`config.mk`:
```
export PLATFORM = sky130hd
export DESIGN_NAME = mod_accum_mmm
export DESIGN_NICKNAME = d
export VERILOG_FILES = /design/src/rtl/mmm_pkg.sv /design/src/rtl/mod_accum_add.sv /design/src/rtl/mod_accum_mmm.sv
export SDC_FILE = /design/constraint.sdc
export NUM_CORES = 1
export LEC_CHECK = 0
export CORE_ASPECT_RATIO = 0.75
export CORE_MARGIN = 3
export CORE_UTILIZATION = 56
export CTS_CLUSTER_SIZE = 20
export DETAILED_ROUTE_END_ITERATION = 12
export PLACE_DENSITY_LB_ADDON = 0.1
export SLEW_MARGIN = 20
export SYNTH_ARGS = -nofsm -noshare
export SYNTH_HDL_FRONTEND = slang
export SYNTH_SLANG_ARGS = --single-unit
```
`constraint.sdc`:
```
create_clock -name clock -period 4.6 [get_ports clock]
set_input_delay 1.15 -clock clock [delete_from_list [all_inputs] [get_ports clock]]
set_output_delay 1.15 -clock clock [all_outputs]
set_load 0.02 [all_outputs]
```
`src/rtl/mmm_pkg.sv`:
```
// Shared constants for the mod (2^DW-1) accumulator: default width, FSM encoding, negative zero.
package mmm_pkg;
  localparam int DW_DEF = 32;

  typedef enum logic [1:0] {
    ST_ACCUM = 2'd0,
    ST_FOLD  = 2'd1,
    ST_OUT   = 2'd2
  } state_t;

  localparam logic [DW_DEF-1:0] NEG_ZERO = '1;
endpackage

```
`src/rtl/mod_accum_add.sv`:
```
// Combinational W-bit adder with carry-in and carry-out; shared by the accumulate and fold steps.
module mod_accum_add #(
  parameter int W = 32
) (
  input  logic [W-1:0] a,
  input  logic [W-1:0] b,
  input  logic         cin,
  output logic [W-1:0] sum,
  output logic         cout
);
  assign {cout, sum} = {1'b0, a} + {1'b0, b} + {{W{1'b0}}, cin};
endmodule

```
`src/rtl/mod_accum_mmm.sv`:
```
// Streaming mod (2^DW-1) accumulator with end-around-carry fold.
// Optional CANON_ZERO_EN: report negative zero (all-ones) as 0.
module mod_accum_mmm
  import mmm_pkg::*;
#(
  parameter int DW   = DW_DEF,
  parameter int CNTW = 16
) (
  input  logic            clock,
  input  logic            aclr,
  input  logic            s_valid,
  output logic            s_ready,
  input  logic [DW-1:0]   s_data,
  input  logic            s_sub,
  input  logic            s_last,
  output logic            m_valid,
  input  logic            m_ready,
  output logic [DW-1:0]   m_result,
  output logic [CNTW-1:0] m_words
);
  state_t          state, state_nxt;
  logic [DW-1:0]   acc, op, add_b, sum, res_cap;
  logic            carry, cout, folded, fire, fold_done;
  logic [CNTW-1:0] count;

  assign op        = s_sub ? ~s_data : s_data;
  assign add_b     = (state == ST_ACCUM) ? op : '0;
  // A fold pass always runs before the registered carry is trusted as final.
  assign fold_done = folded && !carry;

`ifdef CANON_ZERO_EN
  assign res_cap = (acc == {DW{1'b1}}) ? '0 : acc;
`else
  assign res_cap = acc;
`endif

  mod_accum_add #(.W(DW)) u_add (
    .a    (acc),
    .b    (add_b),
    .cin  (carry),
    .sum  (sum),
    .cout (cout)
  );

  always_comb begin
    state_nxt = state;
    s_ready   = 1'b0;
    m_valid   = 1'b0;
    fire      = 1'b0;
    case (state)
      ST_ACCUM: begin
        s_ready = 1'b1;
        fire    = s_valid;
        if (s_valid && s_last) state_nxt = ST_FOLD;
      end
      ST_FOLD: if (fold_done) state_nxt = ST_OUT;
      ST_OUT: begin
        m_valid = 1'b1;
        if (m_ready) state_nxt = ST_ACCUM;
      end
      default: state_nxt = ST_ACCUM;
    endcase
  end

  always_ff @(posedge clock or posedge aclr) begin
    if (aclr) begin
      state    <= ST_ACCUM;
      acc      <= '0;
      carry    <= 1'b0;
      folded   <= 1'b0;
      count    <= '0;
      m_result <= '0;
      m_words  <= '0;
    end else begin
      state <= state_nxt;
      case (state)
        ST_ACCUM: begin
          folded <= 1'b0;
          if (fire) begin
            acc   <= sum;
            carry <= cout;
            count <= (count == {CNTW{1'b1}}) ? count : count + 1'b1;
          end
        end
        ST_FOLD: begin
          acc    <= sum;
          carry  <= cout;
          folded <= 1'b1;
          if (fold_done) begin
            m_result <= res_cap;
            m_words  <= count;
          end
        end
        ST_OUT: if (m_ready) begin
          acc   <= '0;
          carry <= 1'b0;
          count <= '0;
        end
        default: ;
      endcase
    end
  end
endmodule

```
# == Word-level counts from Yosys, hierarchy flattened ==
# Cells that the tools add are included.
# word_totals
ff_bits,100
out_inout_bits,50
in_bits,38
# op_classes
n_reduce_logical,11
muxes,20
n_addsub,3
n_bitwise,1
eq_ne,8
# op_table
op,count
$mux W32,4
$pmux W32 S3,1
$mux W16,3
$add A32 B32 Y33,1
$add A33 B1 Y33,1
$not A32 Y32,1
$pmux W16 S2,1
$add A16 B1 Y16 const B,1
$eq A16 B16 Y1 const B,1
$ne A2 B2 Y1 const B,4
$mux W2,3
$pmux W2 S3,1
$reduce_and A3 Y1,2
$mux W1,5
$reduce_and A4 Y1,1
$reduce_bool A2 Y1,2
$pmux W1 S3,1
$reduce_bool A3 Y1,1
$eq A2 B1 Y1 const B,1
$eq A2 B2 Y1 const B,1
$logic_and A1 B1 Y1,2
$logic_not A2 Y1,1
$ne A2 B1 Y1 const B,1
$pmux W1 S2,1
2 further kinds,2

# == Depth between registers and ports, before layout ==
# logic_depth
depth_word,7
ltp_mapped,16
ltp_nobuf,13

# == Modules after synthesis ==
# Synthesis repeated with hierarchy kept, for this count alone.
# hier_totals
cells_unflattened,630
hier_area_um2,6333.6
# modules_own_cells
module,n_inst,seq_area_each_um2,cells_per_inst,area_each_um2
mod_accum_mmm,1,2502.4,372,4503.1
mod_accum_add,1,0.0,258,1830.5

# == Least setup slack after synthesis ==
# Ideal clock, no wire load.
# synth_path
path_type,input -> register
startpoint,input s_sub
endpoint,register acc[26]
arrival_ps,3904
path_stages,12
path_slack_ps,627
required_time_ps,4531
cell_sequence,clkbuf_1 clkbuf_1 xnor2_1 nor2_1 fa_1 a21o_1 a221oi_4 o21ai_2 a31oi_4 o31ai_2 a2111o_1 nand3_1
# synth_between
elab_chain_cells,6
# synth_lines
item,line,source
from (decl),mod_accum_mmm.sv:14,"input logic s_sub,"
$mux W32 *,mod_accum_mmm.sv:26,assign op = s_sub ? ~s_data : s_data;
$mux W32 *,mod_accum_mmm.sv:27,assign add_b = (state == ST_ACCUM) ? op : '0;
$add A32 B32 Y33 *,mod_accum_add.sv:11,"assign {cout, sum} = {1'b0, a} + {1'b0, b} + {{W{1'b0}}, cin};"
$add A33 B1 Y33 *,mod_accum_add.sv:11,
$mux W32,mod_accum_mmm.sv:79,if (fire) begin
$pmux W32 S3 *,mod_accum_mmm.sv:76,case (state)
to (signal assigned),mod_accum_mmm.sv:80,acc <= sum;
to (signal assigned),mod_accum_mmm.sv:86,acc <= sum;
to (decl),mod_accum_mmm.sv:22,"logic [DW-1:0] acc, op, add_b, sum, res_cap;"
# Every way passes the cells marked *; elsewhere a longest branch is shown, timed or not. The select of a mux whose other input is x is not followed.
# A chain may end at the register's enable or synchronous reset.

# == Worst setup path in the final report ==
# layout_path
startpoint,input s_data[0]
endpoint,register acc[26]
# layout_between
elab_chain_cells,7
# layout_lines
item,line,source
from (decl),mod_accum_mmm.sv:13,"input logic [DW-1:0] s_data,"
$not A32 Y32,mod_accum_mmm.sv:26,
$mux W32 *,mod_accum_mmm.sv:26,
$mux W32 *,mod_accum_mmm.sv:27,
$add A32 B32 Y33 *,mod_accum_add.sv:11,
$add A33 B1 Y33 *,mod_accum_add.sv:11,
$mux W32,mod_accum_mmm.sv:79,
$pmux W32 S3 *,mod_accum_mmm.sv:76,
# Marks and branches as above.

==> metrics.md <==
| Metric | Value |
|---|---|
| Die height | a little under 100 um |
| Tmin final | a little under 4 ns |
| CP arrival | 4.15 ns |
| HPWL after detailed placement | roughly 11000 um |
| Clk_lat worst skew | 0.35 ns |
| Post-CTS setup buffer count | 0 |
| Total GRT Usage | 25.7% |
| CTS Hold Bufs | 0 |
| Final worst slack | 0.724 ns |
| Leakage | 3.23 nW |
| R2R Path End | acc[26]$_DFFE_PP0P_ |
| Final ANT Viol Nets | 0 |
| Adder-cell share of the synthesized area | 7.06% |
| Nets@finish | 803 |
| Setup repair after global routing missed its margin | false |
| Die X | between 100 and 150 um |
| Worst Hold Class | flop to flop |
| Core area | 0.0106 sq mm |
| Per-cell routed wire length | 18.0 um |
| Slew Viols, Final | 0 |
| Antenna violations before repair | 0 |
| FFs w/ async S/R, synth | between 90% and 100% |
| Seq/Total Area, Yosys | 40.1% |
| Pre-antenna DRT Iters | 6 |
| Post-Synth Simple-Gate Area | 14.7% |
| Setup TNS | 0 ns |
| Syn_nets | 729 |
| Cell Pwr Density | 776 mW/mm^2 |
| RD Place Congestion | 0.915 |
| Fmax | 258 MHz |
| Worst path buffer plus inverter count | 2 |
| Peak supply drop | 0.420 mV |
| Distinct cells, synth | 63 |
| GRT overflow | 0 |
| Area grow syn2layout | 20.5% |
| Xor and xnor area share after synthesis | roughly 8.4% |
| CP max-delay cell | clkdlybuf4s50_1 |
| Worst setup EP type | flop |
| Req. time, crit path | 4.87 ns |
| # diodes | 0 |
| Syn avg cell area | 9.49 sq um |
| CTS tree | built |
| Run status | finished, final reports clean |
| YS warnings | 0 |
| Number of synthesized flops with an enable pin | 0 |
| Slew headroom | 42.1% |
| Vias in the first global route | approximately 5000 |
| #FFs+latches synth | 100 |
| Worst R2R Path Depth | 11 |
| CP max FO | 5 |
| Initial DRC count | 349 |
| Worst path max stage delay | 0.42 ns |
| CTS Buffer Depth | 2 |
| Worst path cell trace | clkdlybuf4s50_1 -> xor2_1 -> nand2_1 -> fa_1 -> inv_1 -> fa_1 -> a21o_1 -> a221oi_4 -> o21ai_2 -> a31oi_4 -> o31ai_2 -> a2111o_1 -> nand3_1 |
| Ys flop type | dfrtp_1 |
| Setup crit start | s_data[0] |
| Remaining DRCs | 0 |
| Startpoint types | primary input |
| Cts bufs inserted | 9 |
| Slew @ Worst Pin | 0.867 ns |
| Maxcap violations | 0 |
| Final wirelength | 15700 um |
| Clock sink count | 100 |
| # IOs | 88 |
| First-pass GRT wire length | 26100 um |
| Post-Synthesis Cell Area | 0.00624 sq mm |
| CP dominant cell by count | fa_1 |
| # rows | 32 |
| Most frequent cells in the layout | dfrtp_1, clkdlybuf4s50_1, nor2_1 |
| Via count | ~5200 |
| Worst R2R Setup Slack | 1.11 ns |
| Most common library cell in the layout ignoring fill and taps | dfrtp_1 |
| Complex-gate fraction of the synthesized area | 17.2% |
| Multiplexer area fraction after synthesis | slightly below 9% |
| Root buffer cell | clkbuf_16 |
| Post_cts resized | 0 |
| Cell count after synthesis | 657 |
| Crit path capture | acc[26]$_DFFE_PP0P_ |
| Clk slew on worst S/H paths | 0.07 ns |
| Layout cells sized above 1 | 12.4% |
| Clock skew | 0.0101 ns |
| Pin count of the biggest net entering global routing | 84 |
| WP depth | 13 |
| Number of port buffers | 87 |
| Final Cycle Share | 84.3% |
| Final hold violations | 0 |
| Top cell family by delay on the critical path | compound AO/OA/AOI/OAI gates |
| Worst Path Class, Setup | primary input to flop |
| H-tree depth | 3 |
| Largest family of logic cells by synthesized area | compound AO/OA/AOI/OAI gates |
| Final setup violation count | 0 |
| Number of vias per cell | approximately 6 |
| Initial Util | roughly three fifths |
| Worst slack, placed | 0.454 ns |
| Reg2reg start | state[0]$_DFFE_PP0P_ |
| Die area | 0.0125 sq mm |
## logic make-up after synthesis
logic type                 count (synthesis)
AOI/OAI and AO/OA                        164
xor gates and xnor gates                  60
adders and majority gates                 34
buffers and inverters                     49
DFF                                      100
muxes                                     49
and+or+nand+nor                          201
## through the flow
| stage | instance area [sq um] | utilization (%) | instances | hold slack [ns] | power (mW) |
|---|---|---|---|---|---|
| after floorplan | 6240 | - | 657 | 0.450 | 4.00 |
| after global placement | 7200 | 68.1 | 856 | 0.465 | 4.93 |
| after detailed placement | 7200 | 68.1 | 856 | 0.469 | 4.99 |
| after CTS | 7510 | 71.1 | 872 | 0.485 | 5.81 |
| after global routing | 7510 | 71.1 | 872 | 0.518 | 6.27 |
| final | 7510 | 71.1 | 872 | 0.481 | 5.83 |
## power breakdown
group	internal, mW	switching [mW]	total, mW
logic	1.49	2.07	3.56
clock network	0.442	0.340	0.782
registers	1.23	0.262	1.49
## worst min path at each step
stage / from / endpoint / depth (start not counted)
finish: folded$_DFFE_PP0P_ / folded$_DFFE_PP0P_ / 2
global route: m_words[9]$_DFFE_PP0P_ / m_words[9]$_DFFE_PP0P_ / 1
CTS: folded$_DFFE_PP0P_ / folded$_DFFE_PP0P_ / 2
detailed placement: folded$_DFFE_PP0P_ / folded$_DFFE_PP0P_ / 2
global placement: folded$_DFFE_PP0P_ / folded$_DFFE_PP0P_ / 2
floorplan: folded$_DFFE_PP0P_ / folded$_DFFE_PP0P_ / 2
## registers in the layout, indices dropped and copies added, names as in the netlist
signal,flops
count,16
m_words,16
carry,1
acc,32
folded,1
state,2
m_result,32
## synth_stat cells, drive strengths merged (2+ instances only)
| cell | n | area share (%) |
|---|---|---|
| and4 | 3 | 0.44 |
| a22o | 2 | 0.28 |
| a21o | 12 | 1.4 |
| and3 | 5 | 0.50 |
| clkbuf | 19 | 1.1 |
| o21ai | 46 | 3.8 |
| fa | 2 | 0.64 |
| o211ai | 9 | 1.1 |
| nor4 | 2 | 0.20 |
| xor2 | 15 | 2.1 |
| a22oi | 3 | 0.36 |
| a21boi | 2 | 0.24 |
| or4 | 2 | 0.24 |
| a21oi | 38 | 3.1 |
| a31oi | 11 | 1.3 |
| o21a | 9 | 1.1 |
| and2 | 3 | 0.32 |
| a211o | 2 | 0.28 |
| buf | 15 | 1.5 |
| a221oi | 2 | 0.56 |
| dfrtp | 100 | 40 |
| o41ai | 2 | 0.28 |
| mux2 | 48 | 8.7 |
| xnor2 | 45 | 6.3 |
| nor3 | 10 | 0.80 |
| nand3b | 2 | 0.24 |
| o22ai | 5 | 0.50 |
| inv | 14 | 0.84 |
| ha | 32 | 6.4 |
| nand2 | 64 | 3.9 |
| nor2 | 66 | 4.0 |
| nor2b | 2 | 0.20 |
| nand3 | 18 | 1.4 |
| or3 | 4 | 0.40 |
| or2 | 5 | 0.50 |
| nand4 | 8 | 0.80 |
| o31ai | 7 | 0.92 |
| o2111ai | 3 | 0.42 |
| nand2b | 5 | 0.50 |
| o21bai | 4 | 0.48 |
## layer usage
metal	vias up	GRT usage (%)	share of wire (%)
met2	201	37.7	43
li1	2498	-	-
met4	0	5.06	0.94
met3	15	3.85	6.8
met1	2520	40.2	49
met5	-	0	0
## worst reg2reg max path: stages (launching register included)
cell	delay [ns]
dfrtp_1	0.44
or2_2	0.41
buf_4	0.32
nor2_1	0.13
fa_1	0.46
a21o_1	0.25
a221oi_4	0.40
o21ai_2	0.15
a31oi_4	0.23
o31ai_2	0.17
a2111o_1	0.40
nand3_1	0.08
## area by class of cell
type                            count  area (sq um)
Sequential cell                   100          2500
Clock inverter                      6          68.8
Fill cell                         804          3060
Tap cell                          136           170
Inverter                           14          57.6
Multi-Input combinational cell    508          3510
Timing Repair Buffer               98           961
Clock buffer                       10           239
No activity file was read; power rests on OpenSTA's default activity.
